[config.mk]
export PLATFORM = sky130hd
export DESIGN_NAME = alu_arbiter
export DESIGN_NICKNAME = d
export VERILOG_FILES = /design/src/rtl/alu_arbiter.sv
export SDC_FILE = /design/constraint.sdc
export NUM_CORES = 1
export LEC_CHECK = 0
export ABC_AREA = 1
export CORE_ASPECT_RATIO = 0.75
export CORE_MARGIN = 4
export CORE_UTILIZATION = 38
export CTS_CLUSTER_SIZE = 12
export DETAILED_ROUTE_END_ITERATION = 8
export PLACE_DENSITY_LB_ADDON = 0.3
export SLEW_MARGIN = 20
export SYNTH_ARGS = -nofsm -noshare
export SYNTH_HDL_FRONTEND = slang
export SYNTH_SLANG_ARGS = --single-unit
[constraint.sdc]
create_clock -name clk -period 1.9 [get_ports clk]
set_clock_uncertainty 0.15 [all_clocks]
set_input_delay 0.285 -clock clk [delete_from_list [all_inputs] [get_ports clk]]
set_output_delay 0.285 -clock clk [all_outputs]
set_load 0.05 [all_outputs]
[src/rtl/alu_arbiter.sv]
// alu_arbiter: two-requester front end for one shared combinational ALU.
// A winner's operands are latched at capture, held on the ALU ports through
// ISSUE and EXEC, and the ALU output is registered into res/res_flags.
// Fixed four-cycle transaction, one operation in flight, no queueing.
//
// Build option:
//   ALU_ARBITER_FIXED_PRIO_EN  defined   -> requester 0 always wins contention
//                              undefined -> round-robin (default)
//
// state | meaning
// ------+--------------------------------------------------------------
// IDLE  | waiting; any req sampled here captures the winner's operands
// ISSUE | gnt pulse to winner; operands on the ALU ports
// EXEC  | ALU settles; result and flags registered on leaving this state
// DONE  | done pulse to winner; res/res_flags valid

module alu_arbiter #(
    parameter int WIDTH = 16,
    parameter int OPW   = 8,
    parameter int FLW   = 5
) (
    input  logic             clk,
    input  logic             reset,

    input  logic             req0,
    input  logic             req1,
    input  logic [WIDTH-1:0] a0,
    input  logic [WIDTH-1:0] a1,
    input  logic [WIDTH-1:0] b0,
    input  logic [WIDTH-1:0] b1,
    input  logic [OPW-1:0]   op0,
    input  logic [OPW-1:0]   op1,

    output logic             gnt0,
    output logic             gnt1,
    output logic             done0,
    output logic             done1,
    output logic [WIDTH-1:0] res,
    output logic [FLW-1:0]   res_flags,

    output logic [WIDTH-1:0] alu_a,
    output logic [WIDTH-1:0] alu_b,
    output logic [OPW-1:0]   alu_op,
    input  logic [WIDTH-1:0] alu_c,
    input  logic [FLW-1:0]   alu_flags,

    output logic             busy
);

    typedef enum logic [1:0] {
        S_IDLE  = 2'd0,
        S_ISSUE = 2'd1,
        S_EXEC  = 2'd2,
        S_DONE  = 2'd3
    } state_t;

    state_t           state_q, state_d;

    logic [WIDTH-1:0] opa_q, opa_d;
    logic [WIDTH-1:0] opb_q, opb_d;
    logic [OPW-1:0]   opc_q, opc_d;
    logic             winner_q, winner_d;   // 1 = requester 1 owns the transaction

    logic [WIDTH-1:0] res_q, res_d;
    logic [FLW-1:0]   flags_q, flags_d;

    logic             any_req;
    logic             capture;
    logic             pick1;                // arbitration result: requester 1 wins

    // Request qualification: only IDLE listens; requests elsewhere are ignored
    always_comb begin
        any_req = req0 | req1;
        capture = (state_q == S_IDLE) & any_req;
    end

`ifdef ALU_ARBITER_FIXED_PRIO_EN

    // Fixed priority: requester 1 wins only when requester 0 is silent
    always_comb begin
        pick1 = req1 & ~req0;
    end

`else

    logic last_q, last_d;                   // 1 = requester 1 was granted last

    // Round-robin: on contention grant whoever was not granted last
    always_comb begin
        pick1 = req1 & (~req0 | ~last_q);
    end

    // Last-grant tracking, touched only when a grant is actually made
    always_comb begin
        last_d = last_q;
        if (capture) begin
            last_d = pick1;
        end
    end

    // Last-grant register; reset value makes requester 0 win first contention
    always_ff @(posedge clk) begin
        if (reset) begin
            last_q <= 1'b1;
        end else begin
            last_q <= last_d;
        end
    end

`endif

    // FSM state register
    always_ff @(posedge clk) begin
        if (reset) begin
            state_q <= S_IDLE;
        end else begin
            state_q <= state_d;
        end
    end

    // FSM next-state logic: fixed IDLE -> ISSUE -> EXEC -> DONE -> IDLE walk
    always_comb begin
        state_d = state_q;
        case (state_q)
            S_IDLE:  if (any_req) state_d = S_ISSUE;
            S_ISSUE: state_d = S_EXEC;
            S_EXEC:  state_d = S_DONE;
            S_DONE:  state_d = S_IDLE;
            default: state_d = S_IDLE;
        endcase
    end

    // FSM outputs: pulses are decoded from state plus the recorded winner
    always_comb begin
        busy  = (state_q != S_IDLE);
        gnt0  = (state_q == S_ISSUE) & ~winner_q;
        gnt1  = (state_q == S_ISSUE) &  winner_q;
        done0 = (state_q == S_DONE)  & ~winner_q;
        done1 = (state_q == S_DONE)  &  winner_q;
    end

    // Operand capture: winner's a/b/op are frozen so requesters may move on after gnt
    always_comb begin
        opa_d    = opa_q;
        opb_d    = opb_q;
        opc_d    = opc_q;
        winner_d = winner_q;
        if (capture) begin
            winner_d = pick1;
            opa_d    = pick1 ? a1  : a0;
            opb_d    = pick1 ? b1  : b0;
            opc_d    = pick1 ? op1 : op0;
        end
    end

    // Operand and winner registers
    always_ff @(posedge clk) begin
        if (reset) begin
            opa_q    <= '0;
            opb_q    <= '0;
            opc_q    <= '0;
            winner_q <= 1'b0;
        end else begin
            opa_q    <= opa_d;
            opb_q    <= opb_d;
            opc_q    <= opc_d;
            winner_q <= winner_d;
        end
    end

    // Result capture on the EXEC -> DONE edge; held until the next capture
    always_comb begin
        res_d   = res_q;
        flags_d = flags_q;
        if (state_q == S_EXEC) begin
            res_d   = alu_c;
            flags_d = alu_flags;
        end
    end

    // Result and flag registers
    always_ff @(posedge clk) begin
        if (reset) begin
            res_q   <= '0;
            flags_q <= '0;
        end else begin
            res_q   <= res_d;
            flags_q <= flags_d;
        end
    end

    // Port drive: the ALU sees only the frozen operand registers
    always_comb begin
        alu_a     = opa_q;
        alu_b     = opb_q;
        alu_op    = opc_q;
        res       = res_q;
        res_flags = flags_q;
    end

    // Pulses to the two requesters are mutually exclusive by construction
    a_gnt_excl: assert property (@(posedge clk) disable iff (reset) !(gnt0 && gnt1));
    a_done_excl: assert property (@(posedge clk) disable iff (reset) !(done0 && done1));

endmodule

Word level (Yosys, flattened, before mapping):

Index checks and enable logic that the tools add are counted.

* bitwise gates (word level): 11
* mux-type cells: 5
* reductions and logical operators: 2
* eq/ne operators: 4

Operators by type and width (number)
* 16-bit two-way mux: 2
* 8-bit two-way mux: 1
* 2-bit one-hot mux with 4 select lines: 1
* 1-bit AND: 6
* 2-bit equality test (second input constant): 2
* 1-bit NOT: 3
* 2-bit by 1-bit equality test with 1-bit output (second input constant): 1
* 2-bit logical NOT: 1
* 2-bit two-way mux: 1
* 2-bit != test (second input constant): 1
* 1-bit bitwise OR: 2
* 2-bit nonzero test: 1

* output and inout port bits: 66
* register bits after elaboration: 65

Depth between registers and ports, before layout:

Gate-level depths: netlist of the first run.

* depth in word-level cells: 4
* gate-level depth with buffers: 8

Worst setup path before layout of the first run:

OpenSTA, ideal clock, no wires.

* path type: register -> output
* start point: register state_q[1]
* end point: output gnt0
* path slack: 0.252 ns
* stages on the path, launching flop included: 5
* data arrival time: 1.213 ns
* path buffers: 0
* cells stage by stage: dfxtp_1 > inv_1 > ha_1 > inv_1 > nor2_1

* cells in the longest elaborated chain, start to end: 2

RTL lines
* from (decl): RTL line 57 `state_t state_q, state_d;`
* from (signal assigned): RTL line 117 `state_q <= state_d;`
* 2-bit by 1-bit equality test with 1-bit output: RTL line 136 `gnt0 = (state_q == S_ISSUE) & ~winner_q;`
* 1-bit AND: RTL line 136
* to (decl): RTL line 34 `output logic gnt0,`

No other way between the ends.

Final worst setup path of the first run:

* start point: register state_q[1]
* end point: output busy

* cells in the longest elaborated chain, start to end: 1

RTL lines
* 2-bit nonzero test: RTL line 135 `busy = (state_q != S_IDLE);`
* to (decl): RTL line 47 `output logic busy`

No other way between the ends.

==> results.json, run 1 <==
{
  "ir_drop_mv": 0.829,
  "ios": 171,
  "drc_errors": 0,
  "whs_ns": 0.313,
  "setup.worst_path.class": "flop to output port",
  "seqCellArea_mm2": 0.00130,
  "grt-ovfl-total": 0,
  "dp_cells": 721,
  "grt_max_degree": 50,
  "viasPerCell": 4.45,
  "power.leakage_nw": 2.45,
  "syn_avg_cell_area_um2": 6.33,
  "grt_use_total": 0.189,
  "grt_pass1_wl_mm": 14.2,
  "area_growth_pct": 64.2,
  "synth_seq_cells": 65,
  "synthCells": 468,
  "cts_hold_buffers": 0,
  "critical_path.max_stage_delay_ns": 0.39,
  "critPathCaptureType": "output port",
  "critPathLaunch": "state_q[1]$_SDFFE_PP0P_",
  "setup_tns_ns": 0,
  "layout_min_cycle_time_ns": 1.78,
  "synth_area_leader_cell": "dfxtp_1",
  "cts_max_path_buffers": 2,
  "fp-row-count": 27,
  "dr_total_vias": 3277,
  "final.period_utilization": 0.935,
  "arrival_ns": 1.34,
  "hold_class": "flop to flop",
  "die_x_um": 110,
  "final_nets": 740,
  "reg2reg_depth": 8,
  "final_antenna_net_count": 0,
  "start_util": 0.397,
  "startpoint_type": "flop",
  "hpwlAfterDp_mm": 6.61,
  "drv_slew": 0,
  "die_y_um": 84.5,
  "fin_cells": 736,
  "slew_headroom": 0.678,
  "power.total_mw": 7.46,
  "wl_per_cell_um": 12.0,
  "drive_above_1_share": 0.137,
  "clockRootBuffer": "clkbuf_8",
  "max_freq_mhz": 563,
  "max_slew.worst_pin.slew_ns": 0.485,
  "drt-initial-drc-count": 183,
  "fp.coreArea_mm2": 0.00747,
  "routed-wl-met3_um": 888,
  "antenna_found_initial": 0,
  "placed_area_mm2": 0.00470,
  "hold_path_depth": 2,
  "drt-total-wl_mm": 8.80,
  "syn-cell-area_mm2": 0.00296,
  "tritoncts": "done",
  "dr.pass1.iters": 5,
  "min_from": "last_q$_SDFFE_PP1P_",
  "worstPathRequired_ns": 1.46,
  "cts_max_level": 3,
  "cts_setup_buffers": 0,
  "n_fill_cell": 679,
  "drt-met1-wl_mm": 3.71,
  "final_area_mm2": 0.00486,
  "ys_seq_area_frac": 0.439,
  "path_delay_family": "flip-flops",
  "grt_pass1_vias": 3175,
  "synth_top_cell_area_share": 0.439,
  "dr_wl_met2_mm": 4.05,
  "worstPathCellList": "inv_1 > ha_1 > inv_2 > buf_12",
  "cts_inserted_buffers": 9,
  "io_buffers": 170,
  "crit_fanout": 5,
  "status": "finished clean",
  "dieArea_mm2": 0.00928,
  "gp_congestion": 0.772,
  "cts.clk_slew.worst_paths_ns": 0.07,
  "ys_warn_count": 0,
  "multi_input_area_mm2": 0.00136,
  "synth.net_count": 577,
  "hold_violations": 0,
  "setup_viol_count_final": 0,
  "clk_latency_ns": 0.32,
  "rr_endpoint": "alu_b[15]$_SDFFE_PP0P_",
  "rrSetupSlack_ns": 0.14,
  "n_antenna_cell": 0,
  "synthDistinctLibCells": 13,
  "critPathBufInv": 3,
  "cp_slowest_cell": "dfxtp_1",
  "rsz0062_at_grt": "false",
  "r2r_start": "state_q[1]$_SDFFE_PP0P_",
  "whs_endpoint": "last_q$_SDFFE_PP1P_",
  "cts.sinks": 65,
  "ys_top_cells_by_area": "dfxtp_1, nor2_1, nand2_1",
  "highest_layer": "met4",
  "powerDensity_mw_per_mm2": 1530,
  "maxCapViolCount": 0
}
## repair_timing
action	in CTS	in global routing
endpoints found under the setup margin	3	0
endpoints found under the hold margin	0	0
resized for setup	3	0
## cell usage in the layout, fill, tap and decap left out, types with 3 or more instances in the layout
master and count:
nor2_1 165, clkdlybuf4s50_1 104, nand2_1 87, dfxtp_1 65, buf_4 61, inv_1 49, o21ai_1 40, o21ai_0 23
clkbuf_8 10, buf_12 10, ha_1 4, a21oi_1 3, nand3_1 3, dlygate4sd2_1 3
## synthesized netlist by cell type
cell type / n
nand3_1: 3
inv_1: 49
nor2_1: 165
o21ai_0: 23
dfxtp_1: 65
nor2_4: 1
clkbuf_1: 11
inv_2: 1
buf_2: 15
o21ai_1: 40
nand2_1: 88
a21oi_1: 3
ha_1: 4
## layer usage
layer / track usage / vias to the layer above
met2: 0.326 / 111
met3: 0.0746 / 13
met5: 0 / -
met4: 0.0612 / 0
met1: 0.211 / 1422
li1: - / 1731
## report_power, final
part	internal, mW	switching [mW]
clock	0.499	0.490
sequential	1.85	0.268
combinational	1.42	2.93
total	3.78	3.68
## flip-flops by register name (all words and copies together), names as in the netlist
name,flops
alu_a,16
alu_b,16
alu_op,8
last_q,1
res,16
res_flags,5
state_q,2
winner_q,1
## final cells by class
cell class	instances	share of cell area
well taps	101	0.0260
inverters	50	0.0386
clock buffers	12	0.0299
clock inverters	3	0.00360
repair buffers	178	0.355
multi-input cells	327	0.279
flip-flops and latches	65	0.268
## cell families (layout without fill, tap and decap cells)
logic type	Yosys count	after routing	share of synthesized area
buf+inv	76	243	0.103
compound gates	66	66	0.112
fa+ha+maj	4	4	0.0169
flops	65	65	0.439
simple gates	257	257	0.330
## worst reg2reg max path, stage by stage (launching register included)
cell     delay [ns]
dfxtp_1        0.35
inv_1          0.10
ha_1           0.25
inv_2          0.10
nor2_4         0.18
buf_12         0.24
nand2_1        0.10
nor2_1         0.12
nor2_1         0.07
## worst max-delay path by stage
stage                                   to  cells after the start
global placement    alu_a[12]$_SDFFE_PP0P_                      7
CTS                                   busy                      4
finish                                busy                      4
global route        alu_b[15]$_SDFFE_PP0P_                      8
detailed placement  alu_b[15]$_SDFFE_PP0P_                      7
floorplan                             gnt0                      4
## through the flow
stage / setup slack (ns) / utilization
floorplan: 0.252 / -
global placement: 0.0574 / 0.630
detailed placement: 0.0273 / 0.630
CTS: 0.101 / 0.651
global route: 0.000689 / 0.651
finish: 0.124 / 0.651
Power figures use the tool's default switching activity.
==> run 2, diff against run 1 <==
Settings changed: CORE_UTILIZATION 38 to 39, CTS_BUF_LIST set to sky130_fd_sc_hd__clkbuf_8.
==> results.json, run 2 (synthesized netlist as in run 1, its figures left out) <==
{
  "status": "finished clean",
  "layout_min_cycle_time_ns": 1.78,
  "drive_above_1_share": 0.138,
  "drv_slew": 0,
  "tritoncts": "done",
  "critPathCaptureType": "output port",
  "grt_pass1_vias": 3116,
  "grt-ovfl-total": 0,
  "worstPathRequired_ns": 1.46,
  "hpwlAfterDp_mm": 6.49,
  "cts.clk_slew.worst_paths_ns": 0.07,
  "critical_path.max_stage_delay_ns": 0.40,
  "wl_per_cell_um": 12.0,
  "final_common_cell": "nor2_1",
  "final_cell_mix": "nor2_1, clkdlybuf4s50_1, nand2_1, dfxtp_1, buf_4",
  "grt_pass1_wl_mm": 14.2,
  "clk_latency_ns": 0.33,
  "maxCapViolCount": 0,
  "setup.worst_path.class": "flop to output port",
  "reg2reg_depth": 8,
  "drc_errors": 0,
  "viasPerCell": 4.50,
  "setup_tns_ns": 0,
  "dieArea_mm2": 0.00907,
  "antenna_found_initial": 0,
  "crit_fanout": 5,
  "slew_headroom": 0.676,
  "place_ws_ns": 0.0510,
  "power.leakage_nw": 2.49,
  "ir_drop_mv": 0.800,
  "setup_viol_count_final": 0,
  "fin_ws_ns": 0.123,
  "n_antenna_cell": 0,
  "fp-row-count": 27,
  "die_x_um": 109,
  "io_buffers": 170,
  "startpoint_type": "flop",
  "cts_hold_buffers": 0,
  "drt-total-wl_mm": 8.83,
  "area_growth_pct": 67.0,
  "cts_max_level": 3,
  "cts_max_path_buffers": 2,
  "clockRootBuffer": "clkbuf_8",
  "grt_max_degree": 51,
  "hold_class": "flop to flop",
  "final.period_utilization": 0.935,
  "max_freq_mhz": 563,
  "gp_congestion": 0.785,
  "max_slew.worst_pin.slew_ns": 0.488,
  "ios": 171,
  "die_y_um": 83.5,
  "grt_use_total": 0.189,
  "final_antenna_net_count": 0,
  "hold_violations": 0,
  "drt-initial-drc-count": 163,
  "rsz0062_at_grt": "false",
  "dr_total_vias": 3319,
  "powerDensity_mw_per_mm2": 1600,
  "worstPathCellList": "inv_1 > ha_1 > inv_2 > buf_12",
  "start_util": 0.402,
  "cts_inserted_buffers": 9,
  "hold_path_depth": 2,
  "final_nets": 740,
  "n_fill_cell": 650,
  "dr.pass1.iters": 5,
  "cts.sinks": 65,
  "cp_slowest_cell": "dfxtp_1",
  "fp.coreArea_mm2": 0.00736,
  "arrival_ns": 1.34
}
run 2: changes by cell type in the layout (fill, tap and decap cells not counted), moves of 2 or more:
cell | previous run | this run
clkbuf_1 | 2 | 0
bufinv_16 | 0 | 3
dlygate4sd2_1 | 3 | 5
buf_4 | 61 | 59
run 2: per-layer routing:
metal | up-vias | routed length, µm | track usage
met2 | 124 | 4100 | 0.324
met5 | - | 0 | 0
li1 | 1738 | - | -
met3 | 12 | 842 | 0.0626
met1 | 1445 | 3730 | 0.224
met4 | 0 | 148 | 0.0562
run 2: power by group:
group | leakage (nW) | internal (mW) | switching [mW] | total (mW)
clock | 0.124 | 0.901 | 0.520 | 1.42
sequential | 0.537 | 1.86 | 0.272 | 2.13
combinational | 1.83 | 1.42 | 2.93 | 4.35
total | 2.49 | 4.18 | 3.72 | 7.90
run 2: stage by stage:
| step | total power, mW | hold slack (ns) | instances | utilization | cell area, µm² |
|---|---|---|---|---|---|
| floorplan | 5.03 | 0.204 | 468 | - | 2960 |
| global route | 8.37 | 0.355 | 737 | 0.672 | 4950 |
| detailed placement | 6.54 | 0.297 | 721 | 0.639 | 4710 |
| CTS | 7.97 | 0.315 | 737 | 0.672 | 4950 |
| finish | 7.90 | 0.315 | 737 | 0.672 | 4950 |
| global placement | 6.45 | 0.290 | 721 | 0.639 | 4710 |
run 2: cell type report:
class	count	area, µm²	area share
clock inverters	6	106	0.0215
well taps	101	126	0.0255
multi-input cells	327	1360	0.275
repair buffers	178	1730	0.349
inverters	50	188	0.0379
flip-flops and latches	65	1300	0.263
clock buffers	10	138	0.0278
run 2: path summary, 6_finish.rpt:
kind / to / startpoint / slack, ns
max: busy / state_q[1]$_SDFFE_PP0P_ / 0.12
min: last_q$_SDFFE_PP1P_ / last_q$_SDFFE_PP1P_ / 0.31
max reg2reg: alu_b[3]$_SDFFE_PP0P_ / state_q[1]$_SDFFE_PP0P_ / 0.18
min reg2reg: last_q$_SDFFE_PP1P_ / last_q$_SDFFE_PP1P_ / 0.31
run 2: critical path: cells and delay by family (launching register included):
| family | cells | cell delay (ns) |
|---|---|---|
| buf+inv | 3 | 0.37 |
| flops | 1 | 0.40 |
| fa+ha+maj | 1 | 0.25 |
run 2: what timing repair did:
| action | CTS | global route |
|---|---|---|
| endpoints found under the setup margin | 5 | 1 |
| buffers inserted | 0 | 0 |
| gates resized for setup | 5 | 1 |
==> run 3, diff against run 2 <==
Settings changed: RECOVER_POWER set to 25.
==> results.json, run 3 (synthesized netlist as in run 1, its figures left out) <==
{
  "status": "finished clean",
  "n_fill_cell": 682,
  "cts.sinks": 65,
  "path_delay_family": "flip-flops",
  "grt_max_degree": 51,
  "hold_violations": 0,
  "powerDensity_mw_per_mm2": 1590,
  "drt-initial-drc-count": 143,
  "drc_errors": 0,
  "final_antenna_net_count": 0,
  "rsz0062_at_grt": "false",
  "grt_use_total": 0.189,
  "r2r_start": "state_q[1]$_SDFFE_PP0P_",
  "final_nets": 740,
  "dieArea_mm2": 0.00907,
  "hpwlAfterDp_mm": 6.49,
  "place_ws_ns": 0.0510,
  "setup_tns_ns": 0,
  "crit_fanout": 5,
  "dr.pass1.iters": 4,
  "min_from": "last_q$_SDFFE_PP1P_",
  "grt_pass1_vias": 3116,
  "drive_above_1_share": 0.0896,
  "max_slew.worst_pin.slew_ns": 0.633,
  "clockRootBuffer": "clkbuf_8",
  "max_freq_mhz": 560,
  "grt-ovfl-total": 0,
  "die_y_um": 83.5,
  "dr_total_vias": 3317,
  "power.leakage_nw": 2.37,
  "tritoncts": "done",
  "wl_per_cell_um": 12.0,
  "arrival_ns": 1.35,
  "setup.worst_path.class": "flop to output port",
  "final_common_cell": "nor2_1",
  "cts_max_level": 3,
  "io_buffers": 170,
  "drt-total-wl_mm": 8.87,
  "setup_viol_count_final": 0,
  "cp_slowest_cell": "dfxtp_1",
  "gp_congestion": 0.785,
  "antenna_found_initial": 0,
  "fp-row-count": 27,
  "clk_latency_ns": 0.33,
  "hold_class": "flop to flop",
  "maxCapViolCount": 0,
  "n_antenna_cell": 0,
  "fp.coreArea_mm2": 0.00736,
  "ios": 171,
  "worstPathRequired_ns": 1.46,
  "ir_drop_mv": 0.780,
  "grt_pass1_wl_mm": 14.2,
  "final_cell_mix": "nor2_1, clkdlybuf4s50_1, nand2_1, dfxtp_1, inv_1",
  "start_util": 0.402,
  "fin_ws_ns": 0.116,
  "area_growth_pct": 63.1,
  "critPathCaptureType": "output port",
  "viasPerCell": 4.50,
  "cts_inserted_buffers": 9,
  "cts_max_path_buffers": 2,
  "layout_min_cycle_time_ns": 1.78,
  "final.period_utilization": 0.939,
  "critPathBufInv": 3,
  "die_x_um": 109,
  "critical_path.max_stage_delay_ns": 0.40,
  "critPathLaunch": "state_q[1]$_SDFFE_PP0P_",
  "worstPathCellList": "inv_1 > ha_1 > inv_2 > buf_12",
  "slew_headroom": 0.580,
  "drv_slew": 0,
  "startpoint_type": "flop",
  "power.total_mw": 7.70,
  "cts.clk_slew.worst_paths_ns": 0.07
}
run 3: final timing paths:
| kind | end | slack [ns] | depth (start not counted) |
|---|---|---|---|
| setup / recovery | busy | 0.12 | 4 |
| hold / removal | last_q$_SDFFE_PP1P_ | 0.32 | 2 |
| hold reg to reg | last_q$_SDFFE_PP1P_ | 0.32 | 2 |
| setup reg to reg | alu_b[3]$_SDFFE_PP0P_ | 0.17 | 8 |
run 3: what timing repair did:
item	4_1_cts	5_1_grt
hold buffers	0	0
resized for setup	5	1
setup endpoints to repair	5	1
gates cloned	0	0
setup buffers	0	0
run 3: worst min-delay path: stages, from the launching register on:
cell and delay, ns:
dfxtp_1 0.33, nand2_1 0.05, nand3_1 0.06
run 3: final cells by class:
class                      instances  area (µm²)  area share
timing repair buffer             178        1610       0.334
multi-input combinational        327        1360       0.281
sequential                        65        1300       0.270
inverter                          50         188      0.0389
clock buffer                      10         138      0.0285
tap                              101         126      0.0262
clock inverter                     6         106      0.0220
run 3: where the power goes:
group          leakage, nW  internal, mW  switching, mW
sequential           0.537          1.86          0.265
clock                0.124         0.901          0.523
combinational         1.71          1.23           2.93
run 3: metrics by stage:
stage	hold WS [ns]	util	cells	cell area (µm²)
6_report	0.319	0.656	737	4830
5_1_grt	0.355	0.656	737	4830
4_1_cts	0.315	0.672	737	4950
3_5_place_dp	0.297	0.639	721	4710
3_3_place_gp	0.290	0.639	721	4710
2_1_floorplan	0.204	-	468	2960
run 3: layer usage:
layer / track usage / vias to the layer above / part of all wire
li1: - / 1738 / -
met1: 0.224 / 1441 / 0.42
met2: 0.324 / 125 / 0.47
met3: 0.0626 / 13 / 0.091
met4: 0.0562 / 0 / 0.017
met5: 0 / - / 0
